`src/rtl/l0_pkg.sv`:
```
// l0_pkg: shared definitions for the L0 skew buffer.
//   l0_mode_e  : read-mode encoding (parallel / skewed), matches the rd_mode pin
//   clog2()    : ceiling log2, sizes pointers and counts
//   lane_lsb() : LSB position of a row lane inside a packed row*bw bus
package l0_pkg;

   typedef enum logic {
      L0_MODE_PAR  = 1'b0,
      L0_MODE_SKEW = 1'b1
   } l0_mode_e;

   function automatic int unsigned clog2(input int unsigned v);
      int unsigned r;
      int unsigned x;
      r = 0;
      x = (v > 0) ? v - 1 : 0;
      while (x > 0) begin
         r++;
         x = x >> 1;
      end
      return r;
   endfunction

   function automatic int unsigned lane_lsb(input int unsigned idx, input int unsigned w);
      return idx * w;
   endfunction

endpackage

```
`src/rtl/l0_row_fifo.sv`:
```
// l0_row_fifo: single-row FIFO of one L0 buffer channel.
//   clk, reset : rising-edge clock, asynchronous active-low reset
//   push/wdata : write request and data (caller guarantees space, pop included)
//   pop        : pop request; ignored when the row is empty
//   head       : current head entry (valid whenever count != 0)
//   popped     : pop actually performed this cycle
//   count      : occupancy 0..depth
//   full       : count == depth
module l0_row_fifo
   import l0_pkg::*;
#(
   parameter int unsigned bw    = 4,
   parameter int unsigned depth = 64
) (
   input  logic                    clk,
   input  logic                    reset,
   input  logic                    push,
   input  logic [bw-1:0]           wdata,
   input  logic                    pop,
   output logic [bw-1:0]           head,
   output logic                    popped,
   output logic [clog2(depth):0]   count,
   output logic                    full
);

   localparam int unsigned AW = clog2(depth);
   localparam int unsigned CW = AW + 1;

   logic [bw-1:0] mem [depth];
   logic [AW-1:0] wptr;
   logic [AW-1:0] rptr;

   assign popped = pop && (count != '0);
   assign full   = (count == CW'(depth));
   assign head   = mem[rptr];

   always_ff @(posedge clk or negedge reset) begin
      if (!reset) begin
         wptr  <= '0;
         rptr  <= '0;
         count <= '0;
      end else begin
         if (push)   wptr <= wptr + AW'(1);
         if (popped) rptr <= rptr + AW'(1);
         case ({push, popped})
            2'b10:   count <= count + CW'(1);
            2'b01:   count <= count - CW'(1);
            default: count <= count;
         endcase
      end
   end

   always_ff @(posedge clk) begin
      if (push) mem[wptr] <= wdata;
   end

endmodule

```
`src/rtl/l0_skew_buffer.sv`:
```
// l0_skew_buffer: L0 input buffer feeding the MAC array.
//   row independent row FIFOs written in parallel through a registered write
//   stage; read either all rows at once (rd_mode=0) or as a diagonal
//   wavefront where row i pops i cycles after rd (rd_mode=1).
//   clk, reset : rising-edge clock, asynchronous active-low reset
//   in, wr     : write data (lane i = in[bw*(i+1)-1:bw*i]) and request
//   rd, rd_mode: read request and mode sampled with it
//   out        : registered read data, same lane packing as in
//   o_valid    : per-lane valid for out
//   o_full     : any row full      o_ready : ~o_full
//   o_empty    : all rows empty
//   o_err      : only with L0_ERR_FLAG_EN; [0] sticky overflow,
//                [1] sticky underflow
// Requires row >= 2.
module l0_skew_buffer
   import l0_pkg::*;
#(
   parameter int unsigned row   = 8,
   parameter int unsigned bw    = 4,
   parameter int unsigned depth = 64
) (
   input  logic                clk,
   input  logic                reset,
   input  logic [row*bw-1:0]   in,
   input  logic                wr,
   input  logic                rd,
   input  logic                rd_mode,
   output logic [row*bw-1:0]   out,
   output logic [row-1:0]      o_valid,
   output logic                o_full,
   output logic                o_ready,
   output logic                o_empty
`ifdef L0_ERR_FLAG_EN
   ,
   output logic [1:0]          o_err
`endif
);

   localparam int unsigned CW = clog2(depth) + 1;

   logic                wr_q;
   logic [row*bw-1:0]   in_q;
   // rd_sr[i]/mode_sr[i]: request issued i cycles ago and its mode tag
   logic [row-1:1]      rd_sr;
   logic [row-1:1]      mode_sr;

   logic [row-1:0]      pop;
   logic [row-1:0]      popped;
   logic [row-1:0]      full_row;
   logic [bw-1:0]       head [row];
   logic [CW-1:0]       cnt  [row];
   logic                push_ok;
   logic                full_any;
   logic                empty_all;

   always_comb begin
      pop       = '0;
      full_any  = 1'b0;
      empty_all = 1'b1;
      pop[0]    = rd;
      for (int unsigned i = 1; i < row; i++) begin
         pop[i] = (rd && (rd_mode == L0_MODE_PAR)) ||
                  (rd_sr[i] && (mode_sr[i] == L0_MODE_SKEW));
      end
      for (int unsigned i = 0; i < row; i++) begin
         if (cnt[i] == CW'(depth)) full_any  = 1'b1;
         if (cnt[i] != '0)         empty_all = 1'b0;
      end
   end

   // A full row only accepts the write if it pops in the same cycle; one
   // refusing row drops the write everywhere so rows stay aligned.
   assign push_ok = wr_q && !(|(full_row & ~pop));

   for (genvar g = 0; g < row; g++) begin : g_row
      l0_row_fifo #(
         .bw    (bw),
         .depth (depth)
      ) u_fifo (
         .clk    (clk),
         .reset  (reset),
         .push   (push_ok),
         .wdata  (in_q[lane_lsb(g, bw) +: bw]),
         .pop    (pop[g]),
         .head   (head[g]),
         .popped (popped[g]),
         .count  (cnt[g]),
         .full   (full_row[g])
      );
   end

   always_ff @(posedge clk or negedge reset) begin
      if (!reset) begin
         wr_q    <= 1'b0;
         in_q    <= '0;
         rd_sr   <= '0;
         mode_sr <= '0;
         out     <= '0;
         o_valid <= '0;
         o_full  <= 1'b0;
         o_ready <= 1'b1;
         o_empty <= 1'b1;
      end else begin
         wr_q       <= wr;
         in_q       <= in;
         rd_sr[1]   <= rd;
         mode_sr[1] <= rd_mode;
         for (int unsigned k = 2; k < row; k++) begin
            rd_sr[k]   <= rd_sr[k-1];
            mode_sr[k] <= mode_sr[k-1];
         end
         for (int unsigned i = 0; i < row; i++) begin
            if (popped[i]) out[lane_lsb(i, bw) +: bw] <= head[i];
         end
         o_valid <= popped;
         o_full  <= full_any;
         o_ready <= !full_any;
         o_empty <= empty_all;
      end
   end

`ifdef L0_ERR_FLAG_EN
   always_ff @(posedge clk or negedge reset) begin
      if (!reset) begin
         o_err <= '0;
      end else begin
         if (wr_q && !push_ok)  o_err[0] <= 1'b1;
         if (|(pop & ~popped))  o_err[1] <= 1'b1;
      end
   end
`endif

endmodule

```
`config.mk`:
```
export PLATFORM = sky130hd
export DESIGN_NAME = l0_skew_buffer
export DESIGN_NICKNAME = d
export VERILOG_FILES = /design/src/rtl/l0_pkg.sv /design/src/rtl/l0_row_fifo.sv /design/src/rtl/l0_skew_buffer.sv
export SDC_FILE = /design/constraint.sdc
export NUM_CORES = 2
export LEC_CHECK = 0
export ABC_AREA = 0
export CORE_ASPECT_RATIO = 1.2
export CORE_MARGIN = 4
export CORE_UTILIZATION = 35
export DETAILED_ROUTE_END_ITERATION = 12
export PLACE_DENSITY = 0.57
export SLEW_MARGIN = 20
export SYNTH_ARGS = -nofsm -noshare
export SYNTH_HDL_FRONTEND = slang
export SYNTH_SLANG_ARGS = --single-unit
```
`constraint.sdc`:
```
create_clock -name clk -period 7.1 [get_ports clk]
set_clock_uncertainty 0.15 [all_clocks]
set_input_delay 0.71 -clock clk [delete_from_list [all_inputs] [get_ports clk]]
set_output_delay 0.71 -clock clk [all_outputs]
set_load 0.01 [all_outputs]
```
==> flow_summary.json <==
{
  "worst_path_max_delay_cell": "or4b_1",
  "worst-path-buf-inv": 1,
  "synthFlopType": "edfxtp_1",
  "dieArea_sq_um": 273000,
  "antenna_left": 0,
  "critPathTopFamily": "simple AND/OR/NAND/NOR gates",
  "synthToLayoutAreaGrowth_pct": 12.9,
  "die_y_microns": 571,
  "placed_area_sq_um": 96900,
  "status": "finished, final reports clean",
  "fp.coreArea_sq_um": 263000,
  "worst_slew_pin_slew_ns": 1.07,
  "ys_ff_latch": 2290,
  "grt_pass1_wl_microns": 316000,
  "cpMostUsedCell": "ha_1",
  "holdWs_ns": 0.107,
  "io-pin-count": 80,
  "slew_viol_final": 0,
  "cellPowerDensity_nw_per_um2": 381,
  "synth_nets": 5262,
  "path_clk_slew_ns": 0.07,
  "dieWidth_microns": 477,
  "num-fill-cells": 23400,
  "start_kind": "register",
  "synth_area_sq_um": 92600,
  "required_ns": 7.73,
  "grt-ovfl-total": 0,
  "critPathCaptureType": "register",
  "grt_usage": 0.150,
  "clk_latency_ns": 0.89,
  "cts_tree": "built",
  "grt_max_degree": 112,
  "hold_path.class": "primary input to register",
  "synth_cell_types": 79,
  "tns_ns": 0,
  "power.leakage_nw": 33.6,
  "setup_violations": 0,
  "yosysSeqAreaShare": 0.730,
  "io_buffers": 79,
  "worstPathArrival_ns": 5.34,
  "grt_pass1_vias": 48900,
  "clk_path_buf_depth": 4,
  "cts_root_buf": "clkbuf_16",
  "finalPower_mw": 39.8,
  "yosysWarnings": 0,
  "start_util": 0.352,
  "period_share": 0.663,
  "path_class": "register to register",
  "cts.sinks": 2290,
  "dp_hpwl_microns": 126000,
  "nNetsFinal": 5326,
  "post_drt_via_cell_ratio": 5.22,
  "synth_edf_count": 2048,
  "drt_first_iter_violations": 3884,
  "wl_per_cell_microns": 23.4,
  "cts_buffers": 228,
  "routabilityCongestion": 0.771,
  "synthArstFlopShare": 0.106,
  "maxCapViolCount": 0,
  "period_needed_ns": 4.71,
  "syn_inst": 5181,
  "wl_microns": 208000,
  "synth.avg_cell_area_sq_um": 17.9,
  "ir_drop_uv": 215,
  "grt_setup_unrepaired": "no",
  "antenna_found_initial": 5,
  "rows": 206,
  "cts_max_level": 4,
  "finish.utilization": 0.397,
  "cp_slowest_stage_delay_ns": 0.56,
  "hold_viol_final": 0,
  "dr.pass1.iters": 5,
  "stdcell_area_sq_um": 104000,
  "slew_headroom": 0.286,
  "path_cells": "or4_4, or4b_1, o22ai_2, nor3_4, nand2_4, buf_4, ha_1, ha_1, nor2b_1, o21ai_0, a21boi_0, or4_1, nand3_1, xor2_1",
  "cp_max_fo": 23,
  "vias": 46200,
  "drive_gt1_frac": 0.185,
  "fmax_mhz": 212,
  "drc": 0
}
==> path summary, 6_finish.rpt <==
check	start	end	slack (ns)	cells after the start
min reg2reg	mode_sr[6]$_DFF_PN0_	mode_sr[7]$_DFF_PN0_	0.22	0
max in group asynchronous	reset	g_row[6].u_fifo.rptr[0]$_DFFE_PN0P_	5.19	3
max	g_row[0].u_fifo.count[1]$_DFFE_PN0P_	g_row[5].u_fifo.count[6]$_DFFE_PN0P_	2.39	14
max reg2reg	g_row[0].u_fifo.count[1]$_DFFE_PN0P_	g_row[5].u_fifo.count[6]$_DFFE_PN0P_	2.39	14
min	in[28]	in_q[28]$_DFF_PN0_	0.11	1
min in group asynchronous	reset	g_row[2].u_fifo.rptr[0]$_DFFE_PN0P_	0.30	2
==> power breakdown <==
group,internal (mW),switching (mW)
clock network,7.02,5.11
registers,15.7,1.91
logic,4.66,5.38
total,27.4,12.4
==> registers in the layout (all words and copies together), names as in the netlist <==
signal / flops
o_full: 1
o_valid: 8
wr_q: 1
out: 32
in_q: 32
g_row.u_fifo.rptr: 48
mode_sr: 7
g_row.u_fifo.count: 56
rd_sr: 7
o_ready: 1
o_empty: 1
g_row.u_fifo.wptr: 48
g_row.u_fifo.mem: 2048
==> kinds of logic (layout without fill, tap and decap cells) <==
group / Yosys count / count (layout) / synth area share
buffers and inverters: 346 / 594 / 0.0158
flip-flops: 2290 / 2290 / 0.730
XOR/XNOR: 156 / 156 / 0.0148
AND/OR/NAND/NOR: 1201 / 1201 / 0.0648
other: 0 / 4 / 0
AO/OA/AOI/OAI: 442 / 442 / 0.0324
adder cells (fa/ha/maj): 44 / 44 / 0.00603
multiplexers: 702 / 702 / 0.136
==> cells in the final DEF, fill, tap and decap left out, drive strengths merged, types with 38 or more instances in the layout <==
master / netlist / layout
a211oi: 45 / 45
a21oi: 77 / 77
a22oi: 56 / 56
buf: 139 / 62
clkbuf: 168 / 273
clkdlybuf4s50: 0 / 78
clkinv: 4 / 96
dfrtp: 240 / 240
edfxtp: 2048 / 2048
ha: 43 / 43
inv: 35 / 46
mux2i: 233 / 233
mux4: 445 / 445
nand2: 150 / 150
nand3: 125 / 125
nand4: 62 / 62
nor2: 594 / 594
nor2b: 60 / 60
o21ai: 77 / 77
o221ai: 44 / 44
o22ai: 38 / 38
xnor2: 97 / 97
xor2: 59 / 59
==> synth_stat cells (6+ instances only) <==
cell type	count	area (sq um)
inv_1	34	128
xnor2_1	97	850
ha_1	43	538
a221oi_1	9	78.8
nand3_2	6	60.1
or2_2	6	37.5
a22oi_1	56	420
nand4b_4	9	214
or3b_2	12	105
nor2b_1	60	375
nand3b_1	31	233
buf_1	53	199
nand2_2	6	37.5
nand2b_1	25	156
nor2_1	594	2230
o21ai_0	76	380
o22ai_1	37	231
nor3b_1	7	52.6
edfxtp_1	2048	61500
mux2i_1	233	2330
mux4_2	445	10000
a21oi_1	77	385
buf_2	71	355
nand4_2	14	175
and3b_1	6	52.6
buf_4	12	90.1
a32oi_1	9	78.8
clkbuf_1	168	631
or3_1	16	100
a211oi_1	45	338
nand2_1	143	537
nand3_1	119	596
mux2_2	24	270
nor4_1	13	81.3
xor2_1	59	517
o221ai_1	44	385
nand4b_2	11	165
nand4_1	46	288
nor3_1	34	170
a2111oi_0	10	87.6
and3_1	25	156
dfrtp_1	240	6010
a31oi_1	30	188
==> layout make-up <==
type,count,area [sq um],area share
clock inverters,141,1500,0.0143
clock buffers,273,6010,0.0575
repair buffers,141,1280,0.0122
inverters,39,146,0.00140
diodes,4,10.0,0.0000958
flip-flops and latches,2290,67700,0.648
well taps,3432,4290,0.0411
multi-input cells,2545,23600,0.226
==> per-stage QoR <==
| stage | cells | setup WS, ns |
|---|---|---|
| finish | 8865 | 2.39 |
| global route | 8863 | 2.05 |
| CTS | 8861 | 2.36 |
| detailed placement | 8446 | 1.50 |
| global placement | 8446 | 1.53 |
| floorplan | 5181 | 2.75 |
==> metal layers <==
layer / GRT usage / share of wire / vias to the layer above
met1: 0.197 / 0.42 / 24100
met2: 0.261 / 0.51 / 1089
met3: 0.0179 / 0.040 / 322
met5: 0 / 0 / -
met4: 0.0462 / 0.026 / 0
li1: - / - / 20700
==> worst register-to-register path, delay by kind of cell, from the launching register on <==
family | cells | cell delay, ns
XOR/XNOR | 1 | 0.14
flip-flops | 1 | 0.46
adder cells (fa/ha/maj) | 2 | 0.67
AND/OR/NAND/NOR | 7 | 2.29
buffers and inverters | 1 | 0.32
AO/OA/AOI/OAI | 3 | 0.57
==> what timing repair did <==
action | 4_1_cts | 5_1_grt
gates resized for setup | 0 | 0
hold buffers | 1 | 0
setup buffers | 0 | 0
hold endpoints to repair | 62 | 0
(Power assumes the default switching activity.)
